==> src/rtl/sparc_cc_pkg.sv <==
// rtl/sparc_cc_pkg.sv - shared flag, condition-code and opcode definitions for the SPARC icc unit
package sparc_cc_pkg;

    localparam int FLAG_C = 3;
    localparam int FLAG_N = 2;
    localparam int FLAG_V = 1;
    localparam int FLAG_Z = 0;

    localparam int PSR_ET = 5;

    localparam logic [1:0] OP_FMT2  = 2'b00;
    localparam logic [1:0] OP_ARITH = 2'b10;

    typedef enum logic [3:0] {
        NEVER  = 4'h0,
        E      = 4'h1,
        LE     = 4'h2,
        L      = 4'h3,
        LEU    = 4'h4,
        CS     = 4'h5,
        NEG    = 4'h6,
        VS     = 4'h7,
        ALWAYS = 4'h8,
        NE     = 4'h9,
        G      = 4'hA,
        GE     = 4'hB,
        GU     = 4'hC,
        CC     = 4'hD,
        POS    = 4'hE,
        VC     = 4'hF
    } cond_e;

endpackage

==> src/rtl/cc_eval.sv <==
// rtl/cc_eval.sv - combinational Bicc/Ticc condition evaluation against {C,N,V,Z}
module cc_eval
    import sparc_cc_pkg::*;
(
    input  logic [3:0] cond,
    input  logic [3:0] flags,
    output logic       cond_true
);

    logic c, n, v, z;

    assign c = flags[FLAG_C];
    assign n = flags[FLAG_N];
    assign v = flags[FLAG_V];
    assign z = flags[FLAG_Z];

    always_comb begin
        cond_true = 1'b0;
        case (cond_e'(cond))
            NEVER:   cond_true = 1'b0;
            E:       cond_true = z;
            LE:      cond_true = z | (n ^ v);
            L:       cond_true = n ^ v;
            LEU:     cond_true = c | z;
            CS:      cond_true = c;
            NEG:     cond_true = n;
            VS:      cond_true = v;
            ALWAYS:  cond_true = 1'b1;
            NE:      cond_true = ~z;
            G:       cond_true = ~(z | (n ^ v));
            GE:      cond_true = ~(n ^ v);
            GU:      cond_true = ~(c | z);
            CC:      cond_true = ~c;
            POS:     cond_true = ~n;
            VC:      cond_true = ~v;
            default: cond_true = 1'b0;
        endcase
    end

endmodule

==> src/rtl/condition_tester.sv <==
// rtl/condition_tester.sv - icc flag register, branch/trap condition and window checks; option FLAG_BYPASS_EN
module condition_tester
    import sparc_cc_pkg::*;
#(
    parameter int NWINDOWS = 4
)
(
    input  logic                Clk,
    input  logic                Clr,
    input  logic                FR_Ld,
    input  logic                MF,
    input  logic [3:0]          alu_flags,
    input  logic [3:0]          wr_icc,
    input  logic [6:0]          ir_hi,
    input  logic [NWINDOWS-1:0] wim,
    input  logic [11:0]         psr,
    output logic [3:0]          fr_out,
    output logic                BCOND,
    output logic                TCOND,
    output logic                win_ovf,
    output logic                win_unf
);

    localparam int CW = (NWINDOWS > 1) ? $clog2(NWINDOWS) : 1;
    localparam logic [CW-1:0] CWP_LAST = CW'(NWINDOWS - 1);

    logic [3:0]    fr_q;
    logic [3:0]    flag_src;
    logic [3:0]    eval_flags;
    logic [1:0]    op;
    logic          cond_true;
    logic [CW-1:0] cwp;
    logic [CW-1:0] ovf_idx;
    logic [CW-1:0] unf_idx;
    logic          unused_bits;

    assign flag_src = MF ? wr_icc : alu_flags;

    always_ff @(posedge Clk) begin
        if (Clr) begin
            fr_q <= 4'b0000;
        end else if (FR_Ld) begin
            fr_q <= flag_src;
        end
    end

    assign fr_out = fr_q;

`ifdef FLAG_BYPASS_EN
    // Forward the flags being loaded so a branch resolves in the same cycle.
    assign eval_flags = FR_Ld ? flag_src : fr_q;
`else
    assign eval_flags = fr_q;
`endif

    cc_eval u_cc_eval (
        .cond      (ir_hi[3:0]),
        .flags     (eval_flags),
        .cond_true (cond_true)
    );

    assign op    = ir_hi[6:5];
    assign BCOND = cond_true & (op == OP_FMT2);
    assign TCOND = cond_true & (op == OP_ARITH) & psr[PSR_ET];

    // Explicit wrap so non-power-of-two window counts stay modulo NWINDOWS.
    assign cwp     = psr[CW-1:0];
    assign ovf_idx = (cwp == '0) ? CWP_LAST : cwp - CW'(1);
    assign unf_idx = (cwp >= CWP_LAST) ? '0 : cwp + CW'(1);

    assign win_ovf = (ovf_idx <= CWP_LAST) & wim[ovf_idx];
    assign win_unf = (unf_idx <= CWP_LAST) & wim[unf_idx];

    assign unused_bits = ^{ir_hi[4], psr};

endmodule

==> config.mk <==
export PLATFORM = sky130hd
export DESIGN_NAME = condition_tester
export DESIGN_NICKNAME = d
export VERILOG_FILES = /design/src/rtl/sparc_cc_pkg.sv /design/src/rtl/cc_eval.sv /design/src/rtl/condition_tester.sv
export SDC_FILE = /design/constraint.sdc
export NUM_CORES = 1
export LEC_CHECK = 0
export ABC_AREA = 1
export CAP_MARGIN = 25
export CORE_UTILIZATION = 34
export CTS_BUF_LIST = sky130_fd_sc_hd__clkbuf_8
export CTS_CLUSTER_DIAMETER = 120
export DETAILED_ROUTE_END_ITERATION = 8
export GPL_TIMING_DRIVEN = 0
export PLACE_DENSITY = 0.91
export SETUP_SLACK_MARGIN = 0.2
export SLEW_MARGIN = 20
export SYNTH_ARGS = -nofsm -noshare
export SYNTH_HDL_FRONTEND = slang
export SYNTH_HIERARCHICAL = 1
export SYNTH_SLANG_ARGS = --single-unit
==> constraint.sdc <==
create_clock -name Clk -period 1.33 [get_ports Clk]
set_input_delay 0.266 -clock Clk [delete_from_list [all_inputs] [get_ports Clk]]
set_output_delay 0.266 -clock Clk [all_outputs]
set_load 0.02 [all_outputs]
==> impl_results.md <==
- Nets: 193
- H-tree Lvls: 1
- CTS Buf Count: 3
- Core outline area: 0.001506 mm²
- Final Hold Viols: 0
- Number of buffers and inverters on the critical path: 2
- Pwr per Cell Area: 657.5 mW/mm²
- Worst-Margin Slew: 0.1945 ns
- Antenna diodes: 0
- Row count: 14
- Worst-skew pair later-pin latency: 0.21 ns
- Final count of negative-setup-slack endpoints: 2
- Max reg flops: 4
- Share of layout cells above drive strength 1: 48.05%
- Final setup margin: -0.2663 ns
- Commonest non-fill, non-tap cells in the layout: 29 x nand2_1, 17 x nor2_1, 13 x nand2_2, 13 x clkdlybuf4s50_1, 12 x nand3_2
- CP Class: in2out
- Initial antenna violation count: 0
- Initial DRC count: 8
- Crit-path leading delay family: simple AND/OR/NAND/NOR gates
- Commonest non-fill, non-tap cell in the layout: nand2_1
- Mapped Nets: 151
- Critical path peak fanout: 7
- Leak: 0.0005972 µW
- Critical Path Source Type: input port
- Initial Util: 36.30%
- DIE WIDTH: 42.10 µm
- Slowest cell on crit path: clkdlybuf4s15_2
- Clock Path Buffers: 2
- Sequential-to-total area share from yosys stat: 14.65%
- Pre-antenna DRT Iters: 5
- Post-Syn Area per Cell: 4.796 µm²
- Crit path capture type: output pin
- Tmin final: 1.596 ns
- # IOs: 43
- Clk_skew: 0 ns
- Clk pin slew, worst setup/hold paths: 0.03 ns
- Worst-case reg-to-reg path depth: 5
- Post-route antenna net violation count: 0
- Setup TNS: -0.5149 ns
- Maximum VDD drop: 0.4669 mV
- Overflow after GRT: 0
- Top cell type's share of synthesized area: 28.83%
- DIE HEIGHT: 42.10 µm
- CTS tree: done
- Area of the die: 0.001772 mm²
- Hold Crit Class: in2reg
- Routed WL per cell: 10.69 µm
- Global-route wire length before repair: 2835 µm
- Port bufs: 31
- Drc violations: 0
- Hold wc startpoint: FR_Ld
- Synth warn: 6
- Number of vias per cell: 4.800
- Worst flop-to-flop path startpoint: fr_out[2]
- Critical Path Sink: BCOND
- Library cells used by synthesis: 12
- Post-synthesis cell count: 114
- FF-to-FF End: fr_out[2]
- Number of cells on the critical path: 10
- Yosys top cell by area: nand2_1
- Layout Utilization: 75.42%
- Detailed Route WL: 1818 µm
- Clock root cell: clkbuf_8
- Critical Path Max Stage Delay: 0.26 ns
- Slew headroom: 86.95%
- Routability cong.: 0.7961
- Failing checks: setup timing
- RSZ-0062 raised after global routing: yes
- MaxCap Viol Count: 0
- Tot GR Track Use: 20.37%
- Yosys reg bits: 4
- Outcome: complete, but fails checks
- Internal reg-to-reg setup slack: 0.50 ns
- Pin count of the biggest net entering global routing: 9
- Min Hold Slack: 0.3689 ns
- Data required time at the worst endpoint: 1.06 ns
- CP Data Arrival Time: 1.33 ns
- Area contributors post-synth: nand2_1 29%, inv_1 15%, dfxtp_1 15%
- Final HPWL DP: 1222 µm
- Vias in the first global route: 754
- Detailed-route via count: 816
- Final Max Slew Viols: 0
- Area of the mapped netlist: 546.8 µm²
- Synth-to-Final Area Change: 107.8%
- Final worst-path cycle share: 120.0%
- Fmax: 626.4 MHz
- CTS sink count: 4
- Total power: 747.0 µW
- Critical-path cell list: clkdlybuf4s15_2 -> nand2_1 -> nor2_1 -> nand2_2 -> nand3_2 -> nor2_2 -> nand2_1 -> nand2_2 -> nor2_4 -> buf_6
- Origin of the worst setup path: ir_hi[1]
-- metal layers --
layer	wire length, µm	vias to the layer above	GRT usage [%]
li1	-	422	-
met1	731	355	21.73
met2	965	37	39.69
met3	105	2	3.017
met4	15	0	7.500
met5	0	-	0
-- cells by family (layout without fill, tap and decap cells) --
family,Yosys count,count (layout),synth area share (%)
AND/OR/NAND/NOR,82,82,62.02
buffers and inverters,25,65,17.85
flip-flops,4,4,14.65
adder cells (fa/ha/maj),2,2,4.576
AO/OA/AOI/OAI,1,1,0.9145
-- worst min-delay path by stage --
stage	to	slack, ns	cells after the start
2_1_floorplan	fr_out[0]	0.40	3
6_report	fr_out[3]	0.37	4
5_1_grt	fr_out[1]	0.39	4
3_3_place_gp	fr_out[3]	0.57	4
4_1_cts	fr_out[3]	0.37	4
3_5_place_dp	fr_out[3]	0.58	4
-- layout make-up --
type	instances	area, µm²
inverter	24	105.1
sequential	4	95.09
clock buffer	3	41.29
multi-input combinational	85	511.7
tap	16	20.02
buffer	1	7.507
fill	127	370.4
timing repair buffer	37	355.3
-- power by group --
part | leakage (µW) | switching [µW] | internal [µW]
registers | 0.0000357 | 11.4 | 128
clock network | 0.0000216 | 54.3 | 192
logic | 0.000540 | 182 | 179
-- worst min-delay path, cell delays in order --
cell and delay [ns]:
buf_4 0.12, nand3_1 0.07, nand2_1 0.05, inv_1 0.03
-- synth_stat cells --
cell	count
nand2_1	42
inv_1	22
nor2_1	21
nand3_1	16
dfxtp_1	4
ha_1	2
inv_2	2
buf_4	1
nand2_2	1
nand3_2	1
nand4_1	1
o21ai_0	1
-- metrics by stage --
| step | cells | instance area (µm²) | worst slack (ns) |
|---|---|---|---|
| CTS | 168 | 1077 | -0.2776 |
| global route | 170 | 1136 | -0.3792 |
| global placement | 161 | 924.6 | -1.072 |
| finish | 170 | 1136 | -0.2663 |
| detailed placement | 161 | 924.6 | -1.124 |
| floorplan | 114 | 594.3 | 0.05747 |
-- repair_timing --
action / 4_1_cts / 5_1_grt
hold buffers: 0 / 0
setup endpoints to repair: 8 / 5
resized for setup: 94 / 23
setup buffers: 4 / 2
pin swaps: 17 / 17
Power figures use the tool's default switching activity.
